### src/rtl/regbank_pkg.sv
// rtl/regbank_pkg.sv - shared state enum and grant encodings for the register-bank sequencer
package regbank_pkg;

    typedef enum logic {
        CLEAR = 1'b0,
        RUN   = 1'b1
    } seq_state_t;

    // One-hot grant vector: bit 0 = writeback, bit 1 = load unit
    localparam logic [1:0] GNT_NONE = 2'b00;
    localparam logic [1:0] GNT_WB   = 2'b01;
    localparam logic [1:0] GNT_LD   = 2'b10;

endpackage

### src/rtl/regbank_sequencer_arbiter.sv
// rtl/regbank_sequencer_arbiter.sv - two-way round-robin arbiter (module rr_arbiter2)
module rr_arbiter2
    import regbank_pkg::*;
(
    input  logic       clk,
    input  logic       rst,
    input  logic       en,
    input  logic [1:0] req,
    output logic [1:0] gnt
);

    // Set when writeback wins the next tie, i.e. load was granted most recently
    logic wb_first;

    always_comb begin
        gnt = GNT_NONE;
        if (en) begin
            case (req)
                2'b01:   gnt = GNT_WB;
                2'b10:   gnt = GNT_LD;
                2'b11:   gnt = wb_first ? GNT_WB : GNT_LD;
                default: gnt = GNT_NONE;
            endcase
        end
    end

    // Every grant is an accepted handshake, so the pointer follows the grant directly
    always_ff @(posedge clk or posedge rst) begin
        if (rst) begin
            wb_first <= 1'b1;
        end else if (gnt == GNT_WB) begin
            wb_first <= 1'b0;
        end else if (gnt == GNT_LD) begin
            wb_first <= 1'b1;
        end
    end

endmodule

### src/rtl/regbank_sequencer.sv
// rtl/regbank_sequencer.sv - register-bank write sequencer; clear-on-reset guarded by REGBANK_SEQ_CLEAR_EN
module regbank_sequencer
    import regbank_pkg::*;
#(
    parameter int BANK_WIDTH     = 5,
    parameter int REGISTER_WIDTH = 32
) (
    input  logic                      clk,
    input  logic                      rst,
    input  logic                      clr,
    input  logic                      wb_valid,
    input  logic [BANK_WIDTH-1:0]     wb_sel,
    input  logic [REGISTER_WIDTH-1:0] wb_data,
    output logic                      wb_ready,
    input  logic                      ld_valid,
    input  logic [BANK_WIDTH-1:0]     ld_sel,
    input  logic [REGISTER_WIDTH-1:0] ld_data,
    output logic                      ld_ready,
    output logic                      reg_w,
    output logic [BANK_WIDTH-1:0]     rd_sel,
    output logic [REGISTER_WIDTH-1:0] rd_data,
    output logic                      ready
);

    logic [1:0]                gnt;
    logic                      grant_any;
    logic [BANK_WIDTH-1:0]     gnt_sel;
    logic [REGISTER_WIDTH-1:0] gnt_data;
    logic                      clearing;
    logic [BANK_WIDTH-1:0]     clear_idx;

`ifdef REGBANK_SEQ_CLEAR_EN
    seq_state_t            state, state_next;
    logic [BANK_WIDTH-1:0] idx, idx_next;
    logic                  run_ready;

    always_ff @(posedge clk or posedge rst) begin
        if (rst) begin
            state <= CLEAR;
            idx   <= '0;
        end else begin
            state <= state_next;
            idx   <= idx_next;
        end
    end

    // A clr cycle issues no write; the following SIZE cycles sweep idx 0..SIZE-1
    always_comb begin
        state_next = state;
        idx_next   = idx;
        run_ready  = 1'b0;
        clearing   = 1'b0;
        case (state)
            CLEAR: begin
                if (clr) begin
                    idx_next = '0;
                end else begin
                    clearing = 1'b1;
                    idx_next = idx + BANK_WIDTH'(1);
                    if (&idx) begin
                        state_next = RUN;
                    end
                end
            end
            RUN: begin
                if (clr) begin
                    state_next = CLEAR;
                    idx_next   = '0;
                end else begin
                    run_ready = 1'b1;
                end
            end
            default: state_next = CLEAR;
        endcase
    end

    assign ready     = run_ready & ~rst;
    assign clear_idx = idx;
`else
    logic unused_clr;

    assign unused_clr = clr;
    assign ready      = ~rst;
    assign clearing   = 1'b0;
    assign clear_idx  = '0;
`endif

    rr_arbiter2 u_arb (
        .clk (clk),
        .rst (rst),
        .en  (ready),
        .req ({ld_valid, wb_valid}),
        .gnt (gnt)
    );

    assign wb_ready  = (gnt == GNT_WB);
    assign ld_ready  = (gnt == GNT_LD);
    assign grant_any = (gnt != GNT_NONE);
    assign gnt_sel   = (gnt == GNT_LD) ? ld_sel  : wb_sel;
    assign gnt_data  = (gnt == GNT_LD) ? ld_data : wb_data;

    // Register 0 is hardwired: its handshake completes but nothing is written
    always_ff @(posedge clk or posedge rst) begin
        if (rst) begin
            reg_w   <= 1'b0;
            rd_sel  <= '0;
            rd_data <= '0;
        end else if (clearing) begin
            reg_w   <= 1'b1;
            rd_sel  <= clear_idx;
            rd_data <= '0;
        end else if (grant_any && (gnt_sel != '0)) begin
            reg_w   <= 1'b1;
            rd_sel  <= gnt_sel;
            rd_data <= gnt_data;
        end else begin
            reg_w   <= 1'b0;
        end
    end

endmodule

### config.mk
export PLATFORM = sky130hd
export DESIGN_NAME = regbank_sequencer
export DESIGN_NICKNAME = d
export VERILOG_FILES = /design/src/rtl/regbank_pkg.sv /design/src/rtl/regbank_sequencer_arbiter.sv /design/src/rtl/regbank_sequencer.sv
export SDC_FILE = /design/constraint.sdc
export NUM_CORES = 1
export LEC_CHECK = 0
export CAP_MARGIN = 20
export CORE_UTILIZATION = 39
export CTS_CLUSTER_SIZE = 16
export DETAILED_ROUTE_END_ITERATION = 12
export PLACE_DENSITY = 0.81
export SETUP_SLACK_MARGIN = 0.4
export SYNTH_ARGS = -nofsm -noshare
export SYNTH_HDL_FRONTEND = slang
export SYNTH_SLANG_ARGS = --single-unit
### constraint.sdc
create_clock -name clk -period 3.6 [get_ports clk]
set_input_delay 0.36 -clock clk [delete_from_list [all_inputs] [get_ports clk]]
set_output_delay 0.36 -clock clk [all_outputs]
set_load 0.01 [all_outputs]
==> flow_metrics.env <==
export IMPL_io_pin_count=120
export IMPL_synth_compound_area_share_pct=2.05
export IMPL_synthCells=137
export IMPL_grt_use_total_pct=18.1
export IMPL_synthMuxAreaShare_pct=43.5
export IMPL_synth_top_area_share_pct=44.5
export IMPL_synthSimpleGateAreaFrac_pct=2.11
export IMPL_io_buffers=118
export IMPL_yosys_area_top_type="dfrtp_1"
export IMPL_grt_antenna_before_repair=0
export IMPL_die_h_um=76.0
export IMPL_diodes=0
export IMPL_final_common_cell="clkdlybuf4s50_1"
export IMPL_avgSynthCellArea_um2=15.6
export IMPL_hold_viol=0
export IMPL_nFillCells=424
export IMPL_drt_pass1_iter_count=4
export IMPL_grt_pass1_vias=1696
export IMPL_hold_buffers=0
export IMPL_tightest_slew_ns=0.446
export IMPL_synth_fa_ha_area_share_pct=1.76
export IMPL_rsz0062_at_grt="no"
export IMPL_ys_seq_area_share_pct=45.7
export IMPL_area_growth_synth_to_final_pct=62.0
export IMPL_grt_remaining_overflow=0
export IMPL_seq_area_um2=977
export IMPL_ant_nets=0
export IMPL_wirelength_mm=4.85
export IMPL_fmaxAchievable_mhz=356
export IMPL_cp_max_fo=29
export IMPL_fin_skew_ns=0.00596
export IMPL_ys_types=21
export IMPL_cp_arrival_ns=2.99
export IMPL_start_util_pct=41.1
export IMPL_numCtsBuffers=5
export IMPL_drt_iter0_drc=36
export IMPL_total_power_w=0.00158
export IMPL_drc=0
export IMPL_clock_latency_ns=0.29
export IMPL_startpoint_type="input port"
export IMPL_cts_num_sinks=39
export IMPL_leakage_nw=1.44
export IMPL_peakVddDrop_mv=0.289
export IMPL_grt_first_pass_wirelength_mm=8.22
export IMPL_cts_tree="yes"
export IMPL_fin_crit_ns=2.81
export IMPL_postCtsSetupBuffers=0
export IMPL_place_gp_congestion=0.758
export IMPL_fin_tns_setup_ns=0
export IMPL_drive_gt1_share_pct=34.2
export IMPL_worstPathRequired_ns=3.78
export IMPL_synth_xor_area_share_pct=0
export IMPL_clock_root_buffer="clkbuf_8"
export IMPL_worstSetupPathType="input port to flip-flop"
export IMPL_endpoint_kind="flip-flop"
export IMPL_final_max_slew_viol_count=0
export IMPL_cts_resized=0
export IMPL_dieArea_mm2=0.00578
export IMPL_dp_hpwl_mm=3.68
export IMPL_multi_input_area_mm2=0.00106
export IMPL_die_w_um=76.0
export IMPL_final_cell_mix="clkdlybuf4s50_1, mux2_2, dfrtp_1"
export IMPL_synth_top_family_by_area="multiplexers"
export IMPL_min_period_over_period_pct=78.1
export IMPL_powerDensity_mw_per_mm2=455
export IMPL_grt_max_degree=36
export IMPL_min_path_type="input port to async pin"
export IMPL_dr_total_vias=1557
export IMPL_final_setup_viol_count=0
export IMPL_coreArea_mm2=0.00520
export IMPL_cap_viol_max_count=0
export IMPL_final_util_pct=66.5
export IMPL_status="complete, no violations"
export IMPL_vias_per_cell=4.72
export IMPL_clock_path_buffers=2
export IMPL_ys_ff_latch=39
export IMPL_htree_levels=2
export IMPL_row_count=26
export IMPL_avgRoutedWirePerCell_um=14.7
export IMPL_synth_area_leaders="dfrtp_1, mux2_2, mux2_4"
export IMPL_timing_slew_headroom_pct=70.2
export IMPL_synthesis_yosys_warnings=0
export IMPL_syn_area_mm2=0.00214
export IMPL_syn_nets=219
export IMPL_clk_pin_slew_ns=0.08
export IMPL_nNetsFinal=341
## synthesized netlist by cell type, drive strengths merged
library cell and number:
dfstp 1, or4 1, nand3 2, nand2b 1, a21oi 2, mux2i 1
nand2 1, clkbuf 3, or4b 1, buf 4, o21ai 2, ha 3
o22ai 1, inv 3, dfrtp 38, mux2 72, nor2 1
## layer usage
layer / GRT usage, % / share of wire, % / vias to the layer above
met5: 0 / 0 / -
met4: 7.12 / 2.1 / 0
met3: 5.03 / 7.5 / 9
met2: 30.7 / 48 / 72
met1: 21.8 / 42 / 737
li1: - / - / 739
## registers in the layout, indices dropped and copies added, names as in the netlist
| signal | count |
|---|---|
| reg_w | 1 |
| rd_data | 32 |
| u_arb.wb_first | 1 |
| rd_sel | 5 |
## worst max-delay path: stages
cell and delay (ns):
clkdlybuf4s50_1 0.51, clkinvlp_4 0.18, nand3_1 0.18, ha_2 0.28, buf_4 0.27, mux2i_1 0.17, a21oi_4 0.37, buf_12 0.29
mux2_2 0.36
## through the flow
stage,cells,cell area (um2),hold WS [ns],setup slack [ns]
6_report,330,3460,0.322,0.788
5_1_grt,330,3460,0.335,0.631
4_1_cts,330,3460,0.319,0.752
3_5_place_dp,322,3360,0.491,0.429
3_3_place_gp,322,3360,0.491,0.490
2_1_floorplan,137,2140,0.358,0.529
## cells by family after synthesis
| logic type | count (synthesis) |
|---|---|
| AO/OA/AOI/OAI | 5 |
| flip-flops | 39 |
| multiplexers | 73 |
| adder cells (fa/ha/maj) | 3 |
| buffers and inverters | 10 |
| AND/OR/NAND/NOR | 7 |
## path summary, 6_finish.rpt
| kind | from | to | slack [ns] | depth (start not counted) |
|---|---|---|---|---|
| setup / recovery | rst | rd_data[30] | 0.79 | 9 |
| hold / removal | rst | rd_data[31] | 0.32 | 2 |
| setup reg to reg | u_arb.wb_first | rd_data[8] | 0.99 | 8 |
| hold reg to reg | rd_sel[3] | rd_sel[3] | 0.51 | 1 |
| max in group asynchronous | rst | rd_data[15] | 2.62 | 3 |
| min in group clk | rd_sel[3] | rd_sel[3] | 0.51 | 1 |
## report_power, final
group / total (W) / switching (W) / leakage, nW / internal, W
sequential: 0.000607 / 0.0000574 / 0.456 / 0.000549
clock: 0.000322 / 0.000147 / 0.0515 / 0.000175
combinational: 0.000647 / 0.000208 / 0.929 / 0.000439
total: 0.00158 / 0.000412 / 1.44 / 0.00116
## layout make-up
cell class	instances	share of cell area [%]
Tap cell	70	2.53
Inverter	3	0.434
Clock buffer	8	2.89
Sequential cell	39	28.2
Multi-Input combinational cell	88	30.6
Timing Repair Buffer	122	35.3
Note: power is estimated with default switching activity, not from simulation.
